$ cat src/rtl/reg_file_sb_pkg.sv
// reg_file_sb_pkg: shared constants for the register file and its scoreboard
package regfile_pkg;
  localparam int DATA_W_DEFAULT = 32;
  localparam int REG_ADDR_W = 5;
  localparam int NUM_REGS = 32;
  localparam logic [REG_ADDR_W-1:0] REG_ZERO = 5'd0;
endpackage

$ cat src/rtl/reg_file_sb_if.sv
// reg_file_sb_if: decode/write-back bundle for the register file.
//   master (decode + write-back) drives ra1, ra2, we, wa, wd, iss_en, iss_dst.
//   slave (register file) drives rd1, rd2, busy1, busy2, iss_full.
interface reg_file_sb_if
  import regfile_pkg::*;
#(
  parameter int DATA_W = DATA_W_DEFAULT
);
  logic [REG_ADDR_W-1:0] ra1, ra2, wa, iss_dst;
  logic [DATA_W-1:0] rd1, rd2, wd;
  logic we, iss_en, busy1, busy2, iss_full;
  modport master(
    output ra1, ra2, we, wa, wd, iss_en, iss_dst,
    input  rd1, rd2, busy1, busy2, iss_full
  );
  modport slave(
    input  ra1, ra2, we, wa, wd, iss_en, iss_dst,
    output rd1, rd2, busy1, busy2, iss_full
  );
endinterface

$ cat src/rtl/reg_file_sb_sb_counter.sv
// sb_counter: saturating up/down count of in-flight writes to one register.
//   clk, rst (async active-low); inc_i / dec_i request a step;
//   nz_o = count nonzero, full_o = count saturated, one_o = count equals 1.
//   Requests that would overflow or underflow are dropped; inc+dec cancel.
module sb_counter #(
  parameter int CNT_W = 2
) (
  input  logic clk,
  input  logic rst,
  input  logic inc_i,
  input  logic dec_i,
  output logic nz_o,
  output logic full_o,
  output logic one_o
);
  logic [CNT_W-1:0] cnt_q, cnt_d;
  logic up, dn;
  assign nz_o = |cnt_q;
  assign full_o = &cnt_q;
  assign one_o = cnt_q == CNT_W'(1);
  always_comb begin
    up = inc_i && !full_o;
    dn = dec_i && nz_o;
    cnt_d = (up && !dn) ? cnt_q + 1'b1 : (dn && !up) ? cnt_q - 1'b1 : cnt_q;
  end
  always_ff @(posedge clk or negedge rst)
    if (!rst) cnt_q <= '0;
    else cnt_q <= cnt_d;
endmodule

$ cat src/rtl/reg_file_sb.sv
// reg_file_sb: 32x32 MIPS register file with per-register outstanding-write scoreboard.
//   clk, rst (async active-low); bus: reg_file_sb_if.slave (reads, write-back, issue, hazard flags).
//   REGFILE_BYPASS_EN: forward same-cycle write-back data to the read ports and
//   drop busy when that write retires the last outstanding write.
module reg_file_sb
  import regfile_pkg::*;
#(
  parameter int DATA_W = DATA_W_DEFAULT,
  parameter int CNT_W = 2
) (
  input logic clk,
  input logic rst,
  reg_file_sb_if.slave bus
);
`ifdef REGFILE_BYPASS_EN
  localparam bit BYP = 1'b1;
`else
  localparam bit BYP = 1'b0;
`endif
  logic [DATA_W-1:0] regs_q [NUM_REGS];
  logic [NUM_REGS-1:0] nz, full, one;
  logic hit1, hit2;
  always_ff @(posedge clk or negedge rst)
    if (!rst) for (int i = 0; i < NUM_REGS; i++) regs_q[i] <= '0;
    else if (bus.we && bus.wa != REG_ZERO) regs_q[bus.wa] <= bus.wd;
  assign nz[0] = 1'b0;
  assign full[0] = 1'b0;
  assign one[0] = 1'b0;
  for (genvar r = 1; r < NUM_REGS; r++) begin : g_cnt
    sb_counter #(.CNT_W(CNT_W)) u_cnt (
      .clk(clk),
      .rst(rst),
      .inc_i(bus.iss_en && bus.iss_dst == REG_ADDR_W'(r)),
      .dec_i(bus.we && bus.wa == REG_ADDR_W'(r)),
      .nz_o(nz[r]),
      .full_o(full[r]),
      .one_o(one[r])
    );
  end
  always_comb begin
    hit1 = BYP && bus.we && bus.wa == bus.ra1;
    hit2 = BYP && bus.we && bus.wa == bus.ra2;
    bus.rd1 = bus.ra1 == REG_ZERO ? '0 : hit1 ? bus.wd : regs_q[bus.ra1];
    bus.rd2 = bus.ra2 == REG_ZERO ? '0 : hit2 ? bus.wd : regs_q[bus.ra2];
    bus.busy1 = nz[bus.ra1] && !(hit1 && one[bus.ra1]);
    bus.busy2 = nz[bus.ra2] && !(hit2 && one[bus.ra2]);
    bus.iss_full = full[bus.iss_dst];
  end
endmodule

$ cat src/flat_wrapper.sv
// flat-port wrapper written by rule: the top's interface ports become plain ports
module reg_file_sb_flat import regfile_pkg::*;
#(
  parameter int DATA_W = DATA_W_DEFAULT,
  parameter int CNT_W = 2
)
  (clk, rst, bus_ra1, bus_ra2, bus_we, bus_wa, bus_wd, bus_iss_en, bus_iss_dst, bus_rd1, bus_rd2, bus_busy1, bus_busy2, bus_iss_full);
  reg_file_sb_if #(.DATA_W(DATA_W)) bus_i ();
  input logic clk;
  input logic rst;
  input wire logic [$bits(bus_i.ra1)-1:0] bus_ra1;
  input wire logic [$bits(bus_i.ra2)-1:0] bus_ra2;
  input wire logic [$bits(bus_i.we)-1:0] bus_we;
  input wire logic [$bits(bus_i.wa)-1:0] bus_wa;
  input wire logic [$bits(bus_i.wd)-1:0] bus_wd;
  input wire logic [$bits(bus_i.iss_en)-1:0] bus_iss_en;
  input wire logic [$bits(bus_i.iss_dst)-1:0] bus_iss_dst;
  output wire logic [$bits(bus_i.rd1)-1:0] bus_rd1;
  output wire logic [$bits(bus_i.rd2)-1:0] bus_rd2;
  output wire logic [$bits(bus_i.busy1)-1:0] bus_busy1;
  output wire logic [$bits(bus_i.busy2)-1:0] bus_busy2;
  output wire logic [$bits(bus_i.iss_full)-1:0] bus_iss_full;
  assign bus_i.ra1 = bus_ra1;
  assign bus_i.ra2 = bus_ra2;
  assign bus_i.we = bus_we;
  assign bus_i.wa = bus_wa;
  assign bus_i.wd = bus_wd;
  assign bus_i.iss_en = bus_iss_en;
  assign bus_i.iss_dst = bus_iss_dst;
  assign bus_rd1 = bus_i.rd1;
  assign bus_rd2 = bus_i.rd2;
  assign bus_busy1 = bus_i.busy1;
  assign bus_busy2 = bus_i.busy2;
  assign bus_iss_full = bus_i.iss_full;
  reg_file_sb #(.DATA_W(DATA_W), .CNT_W(CNT_W)) u_core (.clk(clk), .rst(rst), .bus(bus_i));
endmodule
$ cat config.mk
export PLATFORM = sky130hd
export DESIGN_NAME = reg_file_sb_flat
export DESIGN_NICKNAME = d
export VERILOG_FILES = /design/src/rtl/reg_file_sb_pkg.sv /design/src/rtl/reg_file_sb_if.sv /design/src/rtl/reg_file_sb_sb_counter.sv /design/src/rtl/reg_file_sb.sv /design/src/flat_wrapper.sv
export SDC_FILE = /design/constraint.sdc
export NUM_CORES = 2
export LEC_CHECK = 0
export CELL_PAD_IN_SITES_DETAIL_PLACEMENT = 1
export CELL_PAD_IN_SITES_GLOBAL_PLACEMENT = 1
export CORE_MARGIN = 5
export CORE_UTILIZATION = 48
export DETAILED_ROUTE_END_ITERATION = 16
export PLACE_DENSITY_LB_ADDON = 0.15
export SKIP_CTS_REPAIR_TIMING = 1
export SLEW_MARGIN = 40
export SYNTH_ARGS = -nofsm -noshare
export SYNTH_HDL_FRONTEND = slang
export SYNTH_SLANG_ARGS = --single-unit
$ cat constraint.sdc
create_clock -name clk -period 2.5 [get_ports clk]
set_input_delay 0.5 -clock clk [delete_from_list [all_inputs] [get_ports clk]]
set_output_delay 0.5 -clock clk [all_outputs]
set_load 0.1 [all_outputs]
**Word-level counts from Yosys, hierarchy flattened**

Cells that the tools add are included.

- Add/sub/neg operators: 62
- Order comparisons: 7
- Equal/unequal tests: 62
- Mux-type cells: 79
- Bitwise gates (word level): 3
- Reduce and logical (&&, ||, !) cells: 377

Operators by type and width:

| operator | number |
|---|---|
| 1024-bit bitwise mux | 1 |
| 32-bit binary-select mux with 5-bit select | 2 |
| 32-bit two-way mux | 7 |
| 1-bit logical AND | 188 |
| 32-bit demux with 5-bit select | 1 |
| 5-bit == test (second input constant) | 32 |
| 2-bit two-way mux | 62 |
| 1-bit zero test | 93 |
| 5-bit by 4-bit == test with 1-bit output (second input constant) | 16 |
| 2-bit by 1-bit adder with 2-bit output (second input constant) | 31 |
| 2-bit AND reduction | 31 |
| 2-bit nonzero test | 31 |
| 2-bit OR reduction | 31 |
| 2-bit by 1-bit subtractor with 2-bit output (second input constant) | 31 |
| 5-bit by 3-bit == test with 1-bit output (second input constant) | 8 |
| 5-bit by 2-bit == test with 1-bit output (second input constant) | 4 |
| 6-bit >= comparator (second input constant) | 3 |
| 5-bit by 6-bit < comparator with 1-bit output (second input constant) | 3 |
| 5-bit NOT with 6-bit output | 3 |
| 1-bit binary-select mux with 5-bit select | 3 |
| 5-bit by 1-bit == test with 1-bit output (second input constant) | 2 |
| 5-bit zero test | 2 |
| 6-bit by 1-bit < comparator with 1-bit output (second input constant) | 1 |
| 5-bit nonzero test | 1 |
| 1-bit two-way mux | 3 |

- Register bits after elaboration: 1086
- Input port bits: 56
- Output and inout port bits: 67
- Logic and storage cells: 653

**Logic depth before layout (Yosys ltp)**

- Depth in word-level cells: 7
- Depth in mapped cells: 10
- Depth with buffers taken out: 8

**Cells and area by module**

A second synthesis with hierarchy kept.

- Cells, all modules: 4091
- Area, all modules: 59908.7 um2

By module, submodules not included:

| module | times used | cells an instance | area an instance (um2) | sequential area each (um2) |
|---|---|---|---|---|
| reg_file_sb | 1 | 3626 | 55331.8 | 25624.6 |
| sb_counter | 31 | 15 | 147.6 | 50.0 |

**Least setup slack after synthesis**

OpenSTA, ideal clock, no wires.

- Kind: input-to-output
- From: in bus_ra2[0]
- To: out bus_rd2[30]
- Arrival time: 3844 ps
- Data required time: 2000 ps
- Slack: -1844 ps
- Stages on the path: 8
- Buffers on the path: 4
- Path through: buf_6 > buf_6 > buf_8 > buf_12 > mux2i_1 > a221oi_2 > a21oi_1 > o32ai_1

- Word-level cells in the longest chain between the ends: 5
- Elaborated cells on any way between the ends: 6
- Classes of those cells: mux (4); bitwise (1); reduce/logical (1)

RTL lines:

| item | line | source |
|---|---|---|
| from (decl) | flat_wrapper.sv:12 | `input wire logic [$bits(bus_i.ra2)-1:0] bus_ra2;` |
| 5-bit NOT with 6-bit output (not written as such) | reg_file_sb.sv:44 | `bus.rd2 = bus.ra2 == REG_ZERO ? '0 : hit2 ? bus.wd : regs_q[bus.ra2];` |
| 32-bit binary-select mux with 5-bit select | reg_file_sb.sv:44 |  |
| 32-bit two-way mux (not written as such) (2 in a row) | reg_file_sb.sv:44 |  |
| 32-bit two-way mux (*) | reg_file_sb.sv:44 |  |
| to (decl) | flat_wrapper.sv:19 | `output wire logic [$bits(bus_i.rd2)-1:0] bus_rd2;` |

Every way passes the cells marked *; elsewhere a longest branch is shown, timed or not. The select of a mux whose other input is x is not followed.

**Worst setup path after layout**

- From: reg u_core.g_cnt[17].u_cnt.cnt_q[1]
- To: out bus_busy1

- Word-level cells in the longest chain between the ends: 3

RTL lines:

| item | line | source |
|---|---|---|
| from (decl) | reg_file_sb_sb_counter.sv:16 | `logic [CNT_W-1:0] cnt_q, cnt_d;` |
| from (signal assigned) | reg_file_sb_sb_counter.sv:28 | `else cnt_q <= cnt_d;` |
| 2-bit OR reduction | reg_file_sb_sb_counter.sv:18 | `assign nz_o = \|cnt_q;` |
| 1-bit binary-select mux with 5-bit select | reg_file_sb.sv:45 | `bus.busy1 = nz[bus.ra1] && !(hit1 && one[bus.ra1]);` |
| 1-bit two-way mux (not written as such) | reg_file_sb.sv:45 |  |
| to (decl) | flat_wrapper.sv:20 | `output wire logic [$bits(bus_i.busy1)-1:0] bus_busy1;` |

No other way between the ends. The select of a mux whose other input is x is not followed.

==> flow_summary.toml <==
[outcome]
status = "finished, violations left"
violations = "setup timing"

[power]
p_leak_nw = 35.3
share_comb_of_total_power_pct = 29.3
sequentialPowerShare_pct = 39.5
power_frac_clock_pct = 31.2
sw_frac_of_total_pct = 32.9
power_switching_mw = 20.4
vdd_ir_drop_max_uv = 753
cellPowerDensity_nw_per_um2 = 782
intPower_mw = 41.7

[critical_path]
worstPathRequired_ps = 2000
slowest_delay_ps = 600
worstPathCellList = "nor3_2 -> a21oi_1 -> mux4_2 -> mux4_2 -> buf_12"
cp_num_buf_inv = 1
critPathArrivalTime_ps = 2810
crit_type = "reg2out"
crit_path_top_delay_cell = "mux4_2"
cp_common_cell = "mux4_2"
rr_endpoint = "u_core.g_cnt[16].u_cnt.cnt_q[1]$_DFFE_PN0P_"
r2r_start = "u_core.g_cnt[16].u_cnt.cnt_q[0]$_DFFE_PN0P_"
rr_worst_depth = 7
cp-start-kind = "flop"
critical_path.top_delay_family = "multiplexers"
end_kind = "output pin"
worst-path-stages = 5
r2r_slack_ps = 650
crit_fanout = 2

[grt]
grt_pass1_wl_mm = 348
overflow = 0
grt.total_usage_pct = 35.8
grt_busiest_layer = "met2"
met1_usage_pct = 48.7
first_global_vias = 49041
grt_util_met3_pct = 7.35
antenna_found_initial = 3
grt_use_met2_pct = 56.2
grt_max_degree = 92

[cells_and_area]
finalNonFillerCells = 6972
n_fill_cell = 11339
area_growth_pct = 32.3
post-route-util_pct = 64.1
drive_above_1_share_pct = 55.3
multiInputGateArea_sq_um = 33300
finish.net_count = 5318
regArea_sq_um = 27200

[die]
ios = 123
die_y_um = 364
core_area_sq_um = 124000
dieArea_sq_um = 132000
std_cell_rows = 129
dieWidth_um = 364
start_util_pct = 48.4

[synthesis]
syn_area_sq_um = 60000
synth_warnings = 0
ys_types = 75
synth-edff-count = 0
ys_top_cells_by_count = "dfrtp_1 (1086), mux2_2 (987), mux2i_1 (478), mux4_2 (279), clkbuf_1 (242)"
yosysMostFrequentCell = "dfrtp_1"
yosys.area.top_type_share_pct = 45.3
yosys-top-cells-area = "dfrtp_1 (45%), mux2_2 (19%), mux4_2 (10%)"
synth-main-ff-cell = "dfrtp_1"
yosysTopAreaCell = "dfrtp_1"
syn_avg_cell_area_sq_um = 13.3
ys_seq_elements = 1086
syn_inst = 4515
synth_fp_nets = 4602
synth_seq_area_share_pct = 45.3
synthArstFlopShare_pct = 100

[timing]
rsz0062_at_grt = "yes"
finalSetupViolations = 67
fmax_ghz = 0.302
maxSlewHeadroom_pct = 60.2
finalHoldViolations = 0
max_slew.worst_pin.slew_ps = 597
drv_slew = 0
finalWorstPathRequiredPeriod_ps = 3310
fin_crit_sh_pct = 133
fin_ws_ps = -814
skew_ps = 3.13

[drt]
drt_iter0_drc = 4974
avgRoutedWirePerCell_um = 36.5
vias = 47577
vias_per_cell = 6.82
wl_mm = 254
ant_nets = 0
dr.pass1.iters = 5
drc_errors = 0

[cts]
htreeDepth = 4
cts.sinks = 1086
worstSkewPairLatency_ps = 760
clockBufferDepth = 3
tritoncts = "done"
numCtsBuffers = 130
cts_root_buf = "clkbuf_16"
clkTransAtPathRegs_ps = 60

[min_path]
hold_class = "in2async"

[flow_run]
drv_cap = 0

[placement]
dp.cells = 6535
dp_slack_ps = -722
gp_congestion = 0.877
dp_hpwl_mm = 160
numPortBuffers = 122
-- power by group through the flow --
stage	logic (mW)	clock network (mW)	registers, mW
after CTS	16.5	19.5	24.2
after global routing	19.1	20.3	24.8
after detailed placement	16.3	0	24.4
after floorplan	10.7	0	23.5
final	18.2	19.4	24.5
after global placement	15.8	0	24.1
-- cell type report --
class	count	share of cell area (%)
multi-input cells	2935	41.9
flip-flops and latches	1086	34.2
clock inverters	38	0.463
inverters	6	0.0362
well taps	1637	2.58
repair buffers	1072	15.9
clock buffers	195	4.92
diodes	3	0.00945
-- cell usage in the layout, fill, tap and decap left out, drive strengths merged, types with 35 or more instances in the layout --
cell type      instances
dfrtp               1086
buf                 1011
mux2                 994
mux2i                478
mux4                 279
clkbuf               211
a221oi               162
nand2                125
o21ai                103
nor2                  96
a21oi                 93
a221o                 63
xor2                  62
clkdlybuf4s50         43
o31ai                 42
o22ai                 35
-- cell families after synthesis --
group           count (synthesis)  share of synthesized area [%]
xor+xnor                       93                           1.36
buf+inv                       494                           4.32
mux                          1751                           37.1
fa+ha+maj                      31                          0.646
flops                        1086                           45.3
compound gates                637                           7.82
simple gates                  423                           3.53
-- through the flow --
step / TNS [ps] / total power [mW] / hold WS [ps] / instance area, sq um
after global routing: -36190 / 64.2 / 283 / 79400
final: -33630 / 62.2 / 269 / 79500
after global placement: -96780 / 39.8 / 363 / 71200
after detailed placement: -107980 / 40.7 / 368 / 71200
after floorplan: -8000 / 34.2 / 204 / 61700
after CTS: -37470 / 60.2 / -322 / 75400
-- state kept, by name, summed over array words and instances, names as in the netlist --
signal,count
u_core.regs_q,1024
u_core.g_cnt.u_cnt.cnt_q,62
-- how the worst max path moves through the flow --
stage,start,endpoint
5_1_grt,u_core.g_cnt[17].u_cnt.cnt_q[1]$_DFFE_PN0P_,bus_busy1
3_3_place_gp,bus_iss_dst[2],u_core.g_cnt[16].u_cnt.cnt_q[1]$_DFFE_PN0P_
6_report,u_core.g_cnt[17].u_cnt.cnt_q[1]$_DFFE_PN0P_,bus_busy1
3_5_place_dp,bus_iss_dst[2],u_core.g_cnt[16].u_cnt.cnt_q[1]$_DFFE_PN0P_
2_1_floorplan,bus_ra2[0],bus_rd2[6]
4_1_cts,u_core.regs_q[124]$_DFFE_PN0P_,bus_rd2[28]
-- layer usage --
metal  wire (um)  share of wire, %  up-vias
met4       15600               6.1        6
met5          41             0.016        -
met1      100000                39    25365
met3       22200               8.7      843
met2      116000                46     2602
li1            -                 -    18761
-- worst reg2reg max path: stages (launching register included) --
cell       delay, ps
dfrtp_1          400
buf_6            130
buf_6            120
a2111oi_2        440
ha_1             270
xor2_1           160
nor2_1            80
xor2_1           140
No activity file was read; power rests on OpenSTA's default activity.
